File: src/rtl/syn_lb_mux_pkg.sv
// -----------------------------------------------------------------------------
// syn_lb_mux_pkg
//   Shared types and helpers for the local-bus fabric syn_lb_mux.
//   - state_t      : fabric FSM states (IDLE, BUSY, RESP)
//   - op_t         : latched transaction kind (LB_RD, LB_WR)
//   - ERR_DATA_DEF : default read data returned with an error response
//   - slv_addr_w() : width of the shared slave address bus
// -----------------------------------------------------------------------------
package syn_lb_mux_pkg;

  typedef enum logic [1:0] {
    IDLE = 2'd0,
    BUSY = 2'd1,
    RESP = 2'd2
  } state_t;

  typedef enum logic {
    LB_RD = 1'b0,
    LB_WR = 1'b1
  } op_t;

  localparam logic [31:0] ERR_DATA_DEF = 32'hDEAD_BEEF;

  // Slaves see only the address bits below the slave-select field.
  function automatic int unsigned slv_addr_w(input int unsigned addr_w,
                                             input int unsigned sel_w);
    return addr_w - sel_w;
  endfunction

endpackage

File: src/rtl/syn_lb_timeout_cntr.sv
// -----------------------------------------------------------------------------
// syn_lb_timeout_cntr
//   Busy-cycle counter used by syn_lb_mux to give up on a silent slave.
//   Only instantiated when SYN_LB_MUX_TIMEOUT_EN is defined.
//
//   Ports:
//     clk_ir  in   clock
//     rst_il  in   asynchronous active-low reset
//     clr     in   hold the count at zero (fabric not waiting on a slave)
//     cnt_en  in   count one waiting cycle
//     expire  out  high in the LIMIT-th consecutive counted cycle; the count
//                  reaches LIMIT on the clock edge that ends this cycle
// -----------------------------------------------------------------------------
module syn_lb_timeout_cntr #(
  parameter int unsigned LIMIT = 255
) (
  input  logic clk_ir,
  input  logic rst_il,
  input  logic clr,
  input  logic cnt_en,
  output logic expire
);

  localparam int unsigned CW = $clog2(LIMIT + 1);

  logic [CW-1:0] cnt;

  always_ff @(posedge clk_ir or negedge rst_il) begin
    if (!rst_il) begin
      cnt <= '0;
    end else if (clr) begin
      cnt <= '0;
    end else if (cnt_en && (cnt != CW'(LIMIT))) begin
      cnt <= cnt + CW'(1);
    end
  end

  assign expire = cnt_en && (cnt == CW'(LIMIT - 1));

endmodule

File: src/rtl/syn_lb_mux.sv
// -----------------------------------------------------------------------------
// syn_lb_mux
//   Local-bus fabric: one host-side LB master fanned out to NUM_SLV LB slaves.
//   The slave is picked by the top SEL_W address bits; one transaction is in
//   flight at a time. Unmapped addresses, dropped requests (issued while a
//   transaction is in flight) and read+write collisions are answered with
//   mst_err. All outputs are registered.
//
//   Optional build macro: SYN_LB_MUX_TIMEOUT_EN
//     defined   : a slave silent for TIMEOUT_CYC busy cycles gets an error
//                 response (rd_data = ERR_DATA)
//     undefined : the fabric waits for the slave indefinitely
//
//   Ports:
//     clk_ir        in   clock
//     rst_il        in   asynchronous active-low reset
//     mst_rd_en     in   master read request pulse
//     mst_wr_en     in   master write request pulse
//     mst_addr      in   master address [ADDR_W]
//     mst_wr_data   in   master write data [DATA_W]
//     mst_wr_valid  out  write-complete pulse
//     mst_rd_valid  out  read-data-valid pulse
//     mst_rd_data   out  read data, held between reads
//     mst_err       out  error pulse
//     slv_rd_en     out  one-hot per-slave read pulse [NUM_SLV]
//     slv_wr_en     out  one-hot per-slave write pulse [NUM_SLV]
//     slv_addr      out  shared slave address [ADDR_W-SEL_W]
//     slv_wr_data   out  shared slave write data [DATA_W]
//     slv_wr_valid  in   per-slave write ack [NUM_SLV]
//     slv_rd_valid  in   per-slave read valid [NUM_SLV]
//     slv_rd_data   in   packed read data, slave i at [i*DATA_W +: DATA_W]
// -----------------------------------------------------------------------------
module syn_lb_mux
  import syn_lb_mux_pkg::*;
#(
  parameter int unsigned       DATA_W      = 32,
  parameter int unsigned       ADDR_W      = 12,
  parameter int unsigned       NUM_SLV     = 4,
  parameter int unsigned       SEL_W       = 4,
  parameter int unsigned       TIMEOUT_CYC = 255,
  parameter logic [DATA_W-1:0] ERR_DATA    = DATA_W'(ERR_DATA_DEF)
) (
  input  logic                                 clk_ir,
  input  logic                                 rst_il,
  input  logic                                 mst_rd_en,
  input  logic                                 mst_wr_en,
  input  logic [ADDR_W-1:0]                    mst_addr,
  input  logic [DATA_W-1:0]                    mst_wr_data,
  output logic                                 mst_wr_valid,
  output logic                                 mst_rd_valid,
  output logic [DATA_W-1:0]                    mst_rd_data,
  output logic                                 mst_err,
  output logic [NUM_SLV-1:0]                   slv_rd_en,
  output logic [NUM_SLV-1:0]                   slv_wr_en,
  output logic [slv_addr_w(ADDR_W, SEL_W)-1:0] slv_addr,
  output logic [DATA_W-1:0]                    slv_wr_data,
  input  logic [NUM_SLV-1:0]                   slv_wr_valid,
  input  logic [NUM_SLV-1:0]                   slv_rd_valid,
  input  logic [NUM_SLV*DATA_W-1:0]            slv_rd_data
);

  localparam int unsigned SLV_AW = slv_addr_w(ADDR_W, SEL_W);

  state_t             state;
  op_t                op_q;
  logic [SEL_W-1:0]   sel_q;
  logic               coll_q;   // read dropped in favour of a simultaneous write

  logic [SEL_W-1:0]   req_sel;
  logic               req;
  logic               req_mapped;
  logic [NUM_SLV-1:0] req_oh;
  logic [NUM_SLV-1:0] lat_oh;
  logic               acc_vld;
  logic [DATA_W-1:0]  lat_rd_data;
  logic               tmo_expire;

  assign req_sel    = mst_addr[ADDR_W-1 -: SEL_W];
  assign req        = mst_rd_en | mst_wr_en;
  assign req_mapped = 32'(req_sel) < NUM_SLV;

  // One-hot decode of the incoming and latched selects; built by comparison
  // so that a select field wider than the slave count never indexes out of range.
  always_comb begin
    req_oh      = '0;
    lat_oh      = '0;
    lat_rd_data = '0;
    for (int unsigned i = 0; i < NUM_SLV; i++) begin
      req_oh[i] = (req_sel == SEL_W'(i));
      lat_oh[i] = (sel_q == SEL_W'(i));
      if (sel_q == SEL_W'(i)) begin
        lat_rd_data = slv_rd_data[i*DATA_W +: DATA_W];
      end
    end
  end

  // Only the latched slave's valid for the latched op completes a transaction.
  assign acc_vld = (op_q == LB_WR) ? |(slv_wr_valid & lat_oh)
                                   : |(slv_rd_valid & lat_oh);

`ifdef SYN_LB_MUX_TIMEOUT_EN
  syn_lb_timeout_cntr #(
    .LIMIT (TIMEOUT_CYC)
  ) u_tmo (
    .clk_ir (clk_ir),
    .rst_il (rst_il),
    .clr    (state != BUSY),
    .cnt_en (state == BUSY),
    .expire (tmo_expire)
  );
`else
  // TIMEOUT_CYC only matters when the timeout counter is built in.
  logic unused_tmo_cfg;
  assign unused_tmo_cfg = ^TIMEOUT_CYC;
  assign tmo_expire     = 1'b0;
`endif

  always_ff @(posedge clk_ir or negedge rst_il) begin
    if (!rst_il) begin
      state        <= IDLE;
      op_q         <= LB_RD;
      sel_q        <= '0;
      coll_q       <= 1'b0;
      mst_wr_valid <= 1'b0;
      mst_rd_valid <= 1'b0;
      mst_rd_data  <= '0;
      mst_err      <= 1'b0;
      slv_rd_en    <= '0;
      slv_wr_en    <= '0;
      slv_addr     <= '0;
      slv_wr_data  <= '0;
    end else begin
      // Every master/slave strobe is a single-cycle pulse.
      mst_wr_valid <= 1'b0;
      mst_rd_valid <= 1'b0;
      mst_err      <= 1'b0;
      slv_rd_en    <= '0;
      slv_wr_en    <= '0;

      case (state)
        IDLE: begin
          if (req) begin
            op_q        <= mst_wr_en ? LB_WR : LB_RD;
            coll_q      <= mst_wr_en & mst_rd_en;
            sel_q       <= req_sel;
            slv_addr    <= mst_addr[SLV_AW-1:0];
            slv_wr_data <= mst_wr_data;
            if (req_mapped) begin
              if (mst_wr_en) slv_wr_en <= req_oh;
              else           slv_rd_en <= req_oh;
              state <= BUSY;
            end else begin
              state <= RESP;
            end
          end
        end

        BUSY: begin
          // A request arriving now is dropped and flagged next cycle.
          mst_err <= req;
          if (acc_vld || tmo_expire) begin
            // A slave valid on the expiry cycle takes precedence.
            if (op_q == LB_WR) begin
              mst_wr_valid <= 1'b1;
            end else begin
              mst_rd_valid <= 1'b1;
              mst_rd_data  <= acc_vld ? lat_rd_data : ERR_DATA;
            end
            mst_err <= req | coll_q | ~acc_vld;
            state   <= IDLE;
          end
        end

        RESP: begin
          // Unmapped address: error response one cycle after the decode.
          if (op_q == LB_WR) begin
            mst_wr_valid <= 1'b1;
          end else begin
            mst_rd_valid <= 1'b1;
            mst_rd_data  <= ERR_DATA;
          end
          mst_err <= 1'b1;
          state   <= IDLE;
        end

        default: state <= IDLE;
      endcase
    end
  end

endmodule

File: config.mk
export PLATFORM = sky130hd
export DESIGN_NAME = syn_lb_mux
export DESIGN_NICKNAME = d
export VERILOG_FILES = /design/src/rtl/syn_lb_mux_pkg.sv /design/src/rtl/syn_lb_timeout_cntr.sv /design/src/rtl/syn_lb_mux.sv
export SDC_FILE = /design/constraint.sdc
export NUM_CORES = 1
export LEC_CHECK = 0
export BUFFER_PORTS_ARGS = -buffer_cell sky130_fd_sc_hd__buf_2
export CORE_MARGIN = 3
export CORE_UTILIZATION = 47
export CTS_CLUSTER_DIAMETER = 30
export DETAILED_ROUTE_END_ITERATION = 8
export GPL_TIMING_DRIVEN = 1
export PLACE_DENSITY = 0.86
export SKIP_LAST_GASP = 1
export SYNTH_ARGS = -nofsm -noshare
export SYNTH_HDL_FRONTEND = slang
export SYNTH_SLANG_ARGS = --single-unit
File: constraint.sdc
create_clock -name clk_ir -period 4.33 [get_ports clk_ir]
set_input_delay 0.2165 -clock clk_ir [delete_from_list [all_inputs] [get_ports clk_ir]]
set_output_delay 0.2165 -clock clk_ir [all_outputs]
set_load 0.02 [all_outputs]
=== Word level (Yosys, flattened, before mapping) ===
Index checks and enable logic that the tools add are counted.

* Flip-flop bits (word level): 91
* Latch bits: 0
* Memory bits (writable): 0
* Bits in read-only memories: 0
* Input bits: 184
* Output and inout port bits: 83
* Logic and storage cells: 71
* Memories: 0

* Add/sub/neg operators: 0
* Multiply operators: 0
* Divide/modulo/power cells: 0
* Order comparisons: 1
* Eq/ne operators: 12
* Shift-type cells: 0
* Mux-type cells: 30
* Bitwise gates (word level): 7
* Reduce and logical (&&, ||, !) cells: 9

{| class="wikitable"
|+ Operator list
! operator !! number
|-
| 2-to-1 mux 32 bit || 7
|-
| one-hot mux 32 bit (2 select lines) || 1
|-
| 2-to-1 mux 4 bit || 8
|-
| equality test 4 x 2 -> 1 bit, second input constant || 4
|-
| AND 4 bit || 2
|-
| equality test 4 x 1 -> 1 bit, second input constant || 2
|-
| zero test 4 bit || 2
|-
| inequality test 2 bit, second input constant || 4
|-
| OR reduction 4 bit || 2
|-
| 2-to-1 mux 1 bit || 7
|-
| 2-to-1 mux 2 bit || 3
|-
| one-hot mux 1 bit (2 select lines) || 3
|-
| < comparator 4 x 3 -> 1 bit, second input constant || 1
|-
| one-hot mux 2 bit (2 select lines) || 1
|-
| AND reduction 2 bit || 2
|-
| AND reduction 4 bit || 1
|-
| bitwise OR 1 bit || 3
|-
| equality test 2 x 1 -> 1 bit, second input constant || 1
|-
| equality test 2 bit, second input constant || 1
|-
| zero test 2 bit || 1
|-
| nonzero test 2 bit || 1
|-
| AND 1 bit || 1
|-
| inverter 1 bit || 1
|}

=== Longest topological paths before layout ===
Gate-level depths: netlist of the first run.

* Depth in word-level cells: 8
* Depth in mapped cells: 7
* Gate-level depth less buffers: 6

=== Least setup slack after synthesis of the first run ===
OpenSTA, ideal clock, no wires.

* Kind: register -> register
* From: register state[0]
* To: register slv_wr_data[10]
* Setup time: 0.125 ns
* Arrival: 1.774 ns
* Slack: 2.431 ns
* Stages on the path, launching flop included: 7
* Period minus slack after synthesis: 1.899 ns
* Cells stage by stage: dfrtp_1 -> inv_1 -> ha_1 -> o21ai_1 -> buf_2 -> buf_1 -> mux2_2

* Word-level cells in the longest chain between the ends: 2

{| class="wikitable"
|+ RTL lines
! item !! line !! RTL
|-
| start, declared || syn_lb_mux.sv:64 || <nowiki>state_t state;</nowiki>
|-
| start signal, assigned || syn_lb_mux.sv:120 || <nowiki>state <= IDLE;</nowiki>
|-
| start signal, assigned || syn_lb_mux.sv:151 || <nowiki>state <= BUSY;</nowiki>
|-
| start signal, assigned || syn_lb_mux.sv:153 || <nowiki>state <= RESP;</nowiki>
|-
| zero test 2 bit || syn_lb_mux.sv:140 || <nowiki>case (state)</nowiki>
|-
| AND reduction 2 bit (no line) || n/a ||
|-
| end signal, assigned || syn_lb_mux.sv:147 || <nowiki>slv_wr_data <= mst_wr_data;</nowiki>
|-
| end, declared || syn_lb_mux.sv:56 || <nowiki>output logic [DATA_W-1:0] slv_wr_data,</nowiki>
|}

No other way between the ends.
A chain may end at the register's enable or synchronous reset.

=== Final worst setup path of the first run ===
* From: register sel_q[0]
* To: register mst_rd_data[2]

* Word-level cells in the longest chain between the ends: 8
* Elaborated cells between the ends (all ways): 18
* Classes of those cells: eq/ne (4); mux (8); bitwise (2); reduce/logical (4)

{| class="wikitable"
|+ RTL lines
! item !! line !! RTL
|-
| start, declared || syn_lb_mux.sv:66 || <nowiki>logic [SEL_W-1:0] sel_q;</nowiki>
|-
| start signal, assigned || syn_lb_mux.sv:145 || <nowiki>sel_q <= req_sel;</nowiki>
|-
| zero test 4 bit || syn_lb_mux.sv:90, syn_lb_mux.sv:91 ||
|-
| 2-to-1 mux 32 bit (4 in a row) || syn_lb_mux.sv:91 || <nowiki>if (sel_q == SEL_W'(i)) begin</nowiki>
|-
| 2-to-1 mux 32 bit || syn_lb_mux.sv:163 || <nowiki>if (op_q == LB_WR) begin</nowiki>
|-
| 2-to-1 mux 32 bit || syn_lb_mux.sv:161 || <nowiki>if (acc_vld || tmo_expire) begin</nowiki>
|-
| one-hot mux 32 bit (2 select lines) || syn_lb_mux.sv:140 ||
|-
| end signal, assigned || syn_lb_mux.sv:167 || <nowiki>mst_rd_data <= acc_vld ? lat_rd_data : ERR_DATA;</nowiki>
|-
| end, declared || syn_lb_mux.sv:51 || <nowiki>output logic [DATA_W-1:0] mst_rd_data,</nowiki>
|}

Several ways; a longest one is shown, not always the timed one. The select of a mux whose other input is x is not followed.

==> flow_metrics.env, run 1 <==
export IMPL_io_pins=267
export IMPL_routed_via_density=5.60
export IMPL_r2r_start="sel_q[0]$_DFFE_PN0P_"
export IMPL_drc_errors=0
export IMPL_track_usage_pct=25.1
export IMPL_setup_ws_ns=1.49
export IMPL_relSlewSlack_pct=9.19
export IMPL_clock_latency_ns=0.36
export IMPL_outcome="complete, no violations"
export IMPL_final_antenna_net_count=0
export IMPL_hold_path_class="in2reg"
export IMPL_die_area_um2=10600
export IMPL_cts_buffer_depth=2
export IMPL_endpoint_kind="flip-flop"
export IMPL_syn_instance_count=390
export IMPL_finalPower_w=0.00445
export IMPL_final_util_pct=67.1
export IMPL_wl_met3_um=1390
export IMPL_met1_length_um=5110
export IMPL_antenna_found_initial=1
export IMPL_rr_worst_depth=4
export IMPL_tritoncts="yes"
export IMPL_final_setup_skew_ns=0.0128
export IMPL_highest_layer="met5"
export IMPL_crit_path_start_kind="flip-flop"
export IMPL_first_pass_iters=4
export IMPL_ctsResizeCount=0
export IMPL_cts_sinks=91
export IMPL_post_place_ws_ns=1.50
export IMPL_dr_wl_met2_um=7210
export IMPL_leakage_nw=3.02
export IMPL_initial_core_util_pct=49.4
export IMPL_worst_slew_pin_slew_ns=1.35
export IMPL_wl_per_cell_um=18.6
export IMPL_worstHoldStart="mst_addr[3]"
export IMPL_finalNonFillerCells=752
export IMPL_hold_viol=0
export IMPL_placement_io_buffers=266
export IMPL_core_region_area_um2=8930
export IMPL_synth_edf_count=0
export IMPL_htreeDepth=3
export IMPL_ys_warnings_count=0
export IMPL_synth_seq_cells=91
export IMPL_fmax_ghz=0.352
export IMPL_cp_max_fo=35
export IMPL_fin_nets=825
export IMPL_cts_buffers=9
export IMPL_vias=4211
export IMPL_synth_distinct_cells=41
export IMPL_ir_drop_v=0.000481
export IMPL_die_w_um=103
export IMPL_finalWirelength_um=14000
export IMPL_drt_iter0_drc=207
export IMPL_grt_max_degree=68
export IMPL_syn2layout_area_growth_pct=35.8
export IMPL_path_class="reg2reg"
export IMPL_rsz0062_at_grt="false"
export IMPL_ctsRootBufferMaster="clkbuf_8"
export IMPL_syn_area_um2=4410
export IMPL_fin_crit_sh_pct=65.6
export IMPL_syn_avg_cell_area_um2=11.3
export IMPL_syn_nets=577
export IMPL_crit_required_ns=4.55
export IMPL_synth_async_reset_ratio_pct=100
export IMPL_drive_above_1_share_pct=52.9
export IMPL_grt_pass1_vias=4301
export IMPL_cp_data_arrival_time_ns=3.07
export IMPL_grt_pass1_wl_um=20500
export IMPL_yosysSeqAreaShare_pct=51.6
export IMPL_finalMaxSlewViolations=0
export IMPL_grt_overflow=0
export IMPL_ys_flop_type="dfrtp_1"
export IMPL_place_gp_congestion=0.936
export IMPL_die_h_um=103
export IMPL_clkTransAtPathRegs_ns=0.11
export IMPL_max_cap_viol_count=0
export IMPL_post_place_cells=734
export IMPL_power_density_nw_per_um2=744
export IMPL_core_rowCount=34
export IMPL_hpwl_um=10800
export IMPL_tns_ns=0
export IMPL_hold_depth=2
export IMPL_r2r_end="mst_rd_data[2]$_DFFE_PN0P_"
export IMPL_setup_viol=0
export IMPL_holdPathEnd="slv_addr[3]$_DFFE_PN0P_"
export IMPL_reg2reg_setup_slack_ns=1.49
export IMPL_finalCriticalPeriod_ns=2.84
per-layer routing:
layer	vias to the layer above	GRT usage [%]
met5	-	0
met3	25	7.31
met2	220	46.2
li1	1970	-
met4	2	7.57
met1	1994	27.9
through the flow:
stage / area, um^2 / hold WS [ns]
after floorplan: 4410 / -0.0791
after global placement: 5790 / 0.135
after detailed placement: 5790 / 0.142
after CTS: 5990 / 0.0707
after global routing: 5990 / 0.0711
final: 5990 / 0.0821
worst max-delay path: stages (launching register included):
cell     delay [ns]
dfrtp_1        0.74
mux4_2         0.64
a32oi_4        0.73
buf_4          0.42
o21ai_0        0.16
layout by cell type (no fill, tap or decap), types with 5 or more instances in the layout:
cell      instances
buf_2           265
dfrtp_1          91
mux2_2           44
nand2_1          37
a22o_1           25
a221o_1          24
a21oi_1          24
o21ai_0          16
nor2_1           11
nor2b_1          10
o21ai_1          10
clkbuf_8          9
o221ai_1          8
a211oi_1          8
o31ai_1           8
nand3_1           6
buf_4             5
cell usage after synthesis (2+ instances only):
| cell type | number | area share [%] |
|---|---|---|
| dfrtp_1 | 91 | 52 |
| mux2_2 | 44 | 11 |
| nand2_1 | 37 | 3.1 |
| a22o_1 | 25 | 5.0 |
| a21oi_1 | 24 | 2.7 |
| a221o_1 | 24 | 5.4 |
| clkbuf_1 | 20 | 1.7 |
| o21ai_0 | 16 | 1.8 |
| nor2_1 | 12 | 1.0 |
| nor2b_1 | 12 | 1.7 |
| o21ai_1 | 11 | 1.2 |
| a211oi_1 | 8 | 1.4 |
| o221ai_1 | 8 | 1.6 |
| o31ai_1 | 8 | 1.4 |
| buf_2 | 6 | 0.68 |
| nand3_1 | 6 | 0.68 |
| buf_6 | 3 | 0.77 |
| ha_1 | 3 | 0.85 |
| nand2b_1 | 3 | 0.43 |
| a31oi_1 | 2 | 0.28 |
| buf_1 | 2 | 0.17 |
| buf_4 | 2 | 0.34 |
| inv_1 | 2 | 0.17 |
| mux4_2 | 2 | 1.0 |
| nor3_1 | 2 | 0.23 |
| nor4_1 | 2 | 0.28 |
worst max-delay path by stage:
stage | startpoint | endpoint | slack (ns)
floorplan | state[0]$_DFFE_PN0P_ | slv_wr_data[10]$_DFFE_PN0P_ | 2.43
global placement | sel_q[0]$_DFFE_PN0P_ | mst_rd_data[16]$_DFFE_PN0P_ | 1.59
detailed placement | sel_q[0]$_DFFE_PN0P_ | mst_rd_data[2]$_DFFE_PN0P_ | 1.50
CTS | sel_q[0]$_DFFE_PN0P_ | mst_rd_data[2]$_DFFE_PN0P_ | 1.49
global route | sel_q[0]$_DFFE_PN0P_ | mst_rd_data[11]$_DFFE_PN0P_ | 1.25
finish | sel_q[0]$_DFFE_PN0P_ | mst_rd_data[2]$_DFFE_PN0P_ | 1.49
report_power, final:
part / switching [W] / leakage, nW / total, W / internal [W]
registers: 0.000279 / 1.13 / 0.00150 / 0.00122
logic: 0.00140 / 1.79 / 0.00239 / 0.000990
clock network: 0.000337 / 0.0986 / 0.000562 / 0.000225
total: 0.00202 / 3.02 / 0.00445 / 0.00244
area by class of cell:
type                    count  area, um^2
multi-input cells         263        2000
inverters                   2        7.51
clock buffers               9         124
flip-flops and latches     91        2280
fillers                   700        2940
repair buffers            271        1370
well taps                 108         135
clock inverters             7        66.3
diodes                      1        2.50
what timing repair did:
action | 4_1_cts | 5_1_grt
hold endpoints to repair | 24 | 0
hold buffers | 1 | 0
setup buffers | 0 | 0
registers in the layout (all words and copies together), names as in the netlist:
| name | cells |
|---|---|
| coll_q | 1 |
| mst_err | 1 |
| mst_rd_data | 32 |
| mst_rd_valid | 1 |
| mst_wr_valid | 1 |
| op_q | 1 |
| sel_q | 4 |
| slv_addr | 8 |
| slv_rd_en | 4 |
| slv_wr_data | 32 |
| slv_wr_en | 4 |
| state | 2 |
logic make-up after synthesis:
group                    share of synthesized area (%)
AO/OA/AOI/OAI                                     22.2
adder cells (fa/ha/maj)                          0.851
buffers and inverters                             3.94
flip-flops                                        51.6
multiplexers                                      12.5
AND/OR/NAND/NOR                                   8.93
No activity file was read; power rests on OpenSTA's default activity.
==> inputs of run 2 (changes only) <==
Settings changed: CORE_UTILIZATION 47 to 39, PLACE_DENSITY 0.86 to 0.76.
Clock period 4.33 ns to 2.5 ns, I/O delays scaled along.
==> run 2 against run 1 <==
  * Non-clock buffer count grew 5
  * Clock skew is 0.0049 ns lower
  * Clock power rose by 140%
  * Sequential power rose by 69%
  * Flip-flop and latch count did not move
  * Total power is 83% higher
  * Final cell count up 5.1%
  * First-iteration DRC count rose by 110%
  * Routed wire length grew 2.7%
  * Maximum frequency rose by 37%
  * Largest power group unchanged
  * Sequential share of layout area is 1.3 points lower
  * Via count up 2.7%
==> flow_metrics.env, run 2 (synthesized netlist as in run 1, its figures left out) <==
export IMPL_outcome="complete, no violations"
export IMPL_htreeDepth=3
export IMPL_clock_latency_ns=0.33
export IMPL_cts_buffers=9
export IMPL_initial_core_util_pct=40.4
export IMPL_syn2layout_area_growth_pct=40.7
export IMPL_drc_errors=0
export IMPL_antenna_found_initial=3
export IMPL_path_class="reg2reg"
export IMPL_io_pins=267
export IMPL_tritoncts="yes"
export IMPL_ctsRootBufferMaster="clkbuf_16"
export IMPL_final_util_pct=56.8
export IMPL_track_usage_pct=22.6
export IMPL_worstHoldStart="mst_wr_data[17]"
export IMPL_rsz0062_at_grt="false"
export IMPL_place_gp_congestion=0.851
export IMPL_cts_sinks=91
export IMPL_grt_max_degree=65
export IMPL_reg_top3="mst_rd_data: 32 flops, slv_wr_data: 32 flops, slv_addr: 8 flops"
export IMPL_finalCriticalPeriod_ns=2.08
export IMPL_worst_slew_pin_slew_ns=0.981
export IMPL_finalWirelength_um=14400
export IMPL_seq_area_um2=2280
export IMPL_die_h_um=112
export IMPL_ctsResizeCount=0
export IMPL_grt_pass1_vias=4359
export IMPL_critPathSlowestCell="mux4_2"
export IMPL_grt_pass1_wl_um=22600
export IMPL_p_int_w=0.00469
export IMPL_p_seq_share_pct=31.2
export IMPL_cts_setup_buffers=0
export IMPL_n_fill_cell=945
export IMPL_final_common_cell="buf_2"
export IMPL_finalMaxSlewViolations=0
export IMPL_vias=4324
export IMPL_netSwitchingPower_w=0.00345
export IMPL_crit_path_start_kind="flip-flop"
export IMPL_multiInputGateArea_um2=2000
export IMPL_clkTransAtPathRegs_ns=0.07
export IMPL_cts_buffer_depth=2
export IMPL_hold_viol=0
export IMPL_leakage_nw=3.10
export IMPL_drive_above_1_share_pct=53.1
export IMPL_placement_io_buffers=266
export IMPL_r2r_start="sel_q[0]$_DFFE_PN0P_"
export IMPL_final_cell_mix="buf_2 (265), dfrtp_1 (91), mux2_2 (44), nand2_1 (37), a22o_1 (25)"
export IMPL_p_clk_share_pct=16.9
export IMPL_swShare_pct=42.4
export IMPL_final_antenna_net_count=0
export IMPL_fin_crit_sh_pct=83.2
export IMPL_core_region_area_um2=10900
export IMPL_die_w_um=112
export IMPL_setup_viol=0
export IMPL_combPwrFrac_pct=52.0
export IMPL_tns_ns=0
export IMPL_fin_nets=830
export IMPL_relSlewSlack_pct=34.3
export IMPL_crit_required_ns=2.72
export IMPL_die_area_um2=12600
export IMPL_cp_max_fo=7
export IMPL_core_rowCount=38
export IMPL_max_cap_viol_count=0
export IMPL_endpoint_kind="flip-flop"
export IMPL_hold_path_class="in2reg"
export IMPL_routed_via_density=5.47
export IMPL_wl_per_cell_um=18.2
export IMPL_fmax_ghz=0.481
export IMPL_cp_data_arrival_time_ns=2.30
export IMPL_drt_iter0_drc=444
export IMPL_first_pass_iters=5
export IMPL_power_density_nw_per_um2=1310
export IMPL_ir_drop_v=0.000699
export IMPL_timing_hold_ws_ns=0.0190
export IMPL_path_cells="mux4_2, mux2i_1, nor4_1, a311o_1"
export IMPL_grt_overflow=0
export IMPL_cp_slowest_stage_delay_ns=0.61
export IMPL_final_setup_skew_ns=0.00789
export IMPL_hpwl_um=11100
export IMPL_critPathLaunch="sel_q[0]$_DFFE_PN0P_"
[run 2: final timing paths]
check	depth (start not counted)	to	slack (ns)
worst max register to register	4	state[1]$_DFFE_PN0P_	0.42
worst max-delay path	4	state[1]$_DFFE_PN0P_	0.42
worst min-delay path	2	slv_wr_data[17]$_DFFE_PN0P_	0.02
min in group asynchronous	2	mst_rd_data[15]$_DFFE_PN0P_	0.30
worst min register to register	2	mst_rd_data[12]$_DFFE_PN0P_	0.48
max in group asynchronous	3	slv_wr_data[24]$_DFFE_PN0P_	1.52
[run 2: layer usage]
metal,global-route usage (%),vias to the layer above,wire length [um]
met4,9.46,4,523
met1,26.9,2042,5480
li1,-,1980,-
met2,37.7,255,6900
met5,0,-,20
met3,7.28,43,1450
[run 2: what timing repair did]
item / in CTS / in global routing
endpoints found under the setup margin: 0 / 0
endpoints found under the hold margin: 35 / 0
hold buffers: 1 / 0
[run 2: worst max-delay path, delay by kind of cell (launching register included)]
family	cells	cell delay [ns]
flip-flops	1	0.53
AO/OA/AOI/OAI	1	0.33
multiplexers	2	0.99
AND/OR/NAND/NOR	1	0.12
[run 2: layout make-up]
type	instances	share of cell area [%]
antenna	2	0.0806
clock buffer	11	3.91
clock inverter	5	1.01
inverter	2	0.121
multi-input combinational	263	32.3
sequential	91	36.7
tap	140	2.82
timing repair buffer	276	23.1
[run 2: power by group through the flow]
stage	clock, W	sequential, W	combinational (W)
final	0.00137	0.00254	0.00423
after detailed placement	0	0.00256	0.00424
after global placement	0	0.00252	0.00413
after global routing	0.00147	0.00262	0.00462
after floorplan	0	0.00319	0.00226
after CTS	0.00141	0.00254	0.00425
[run 2: metrics by stage]
step	setup WS, ns	total power [W]	std cells	area [um^2]
after floorplan	0.601	0.00544	390	4410
after global placement	0.551	0.00666	771	5890
after detailed placement	0.444	0.00680	771	5890
after CTS	0.436	0.00820	788	6210
after global routing	0.294	0.00872	789	6210
final	0.421	0.00814	790	6210
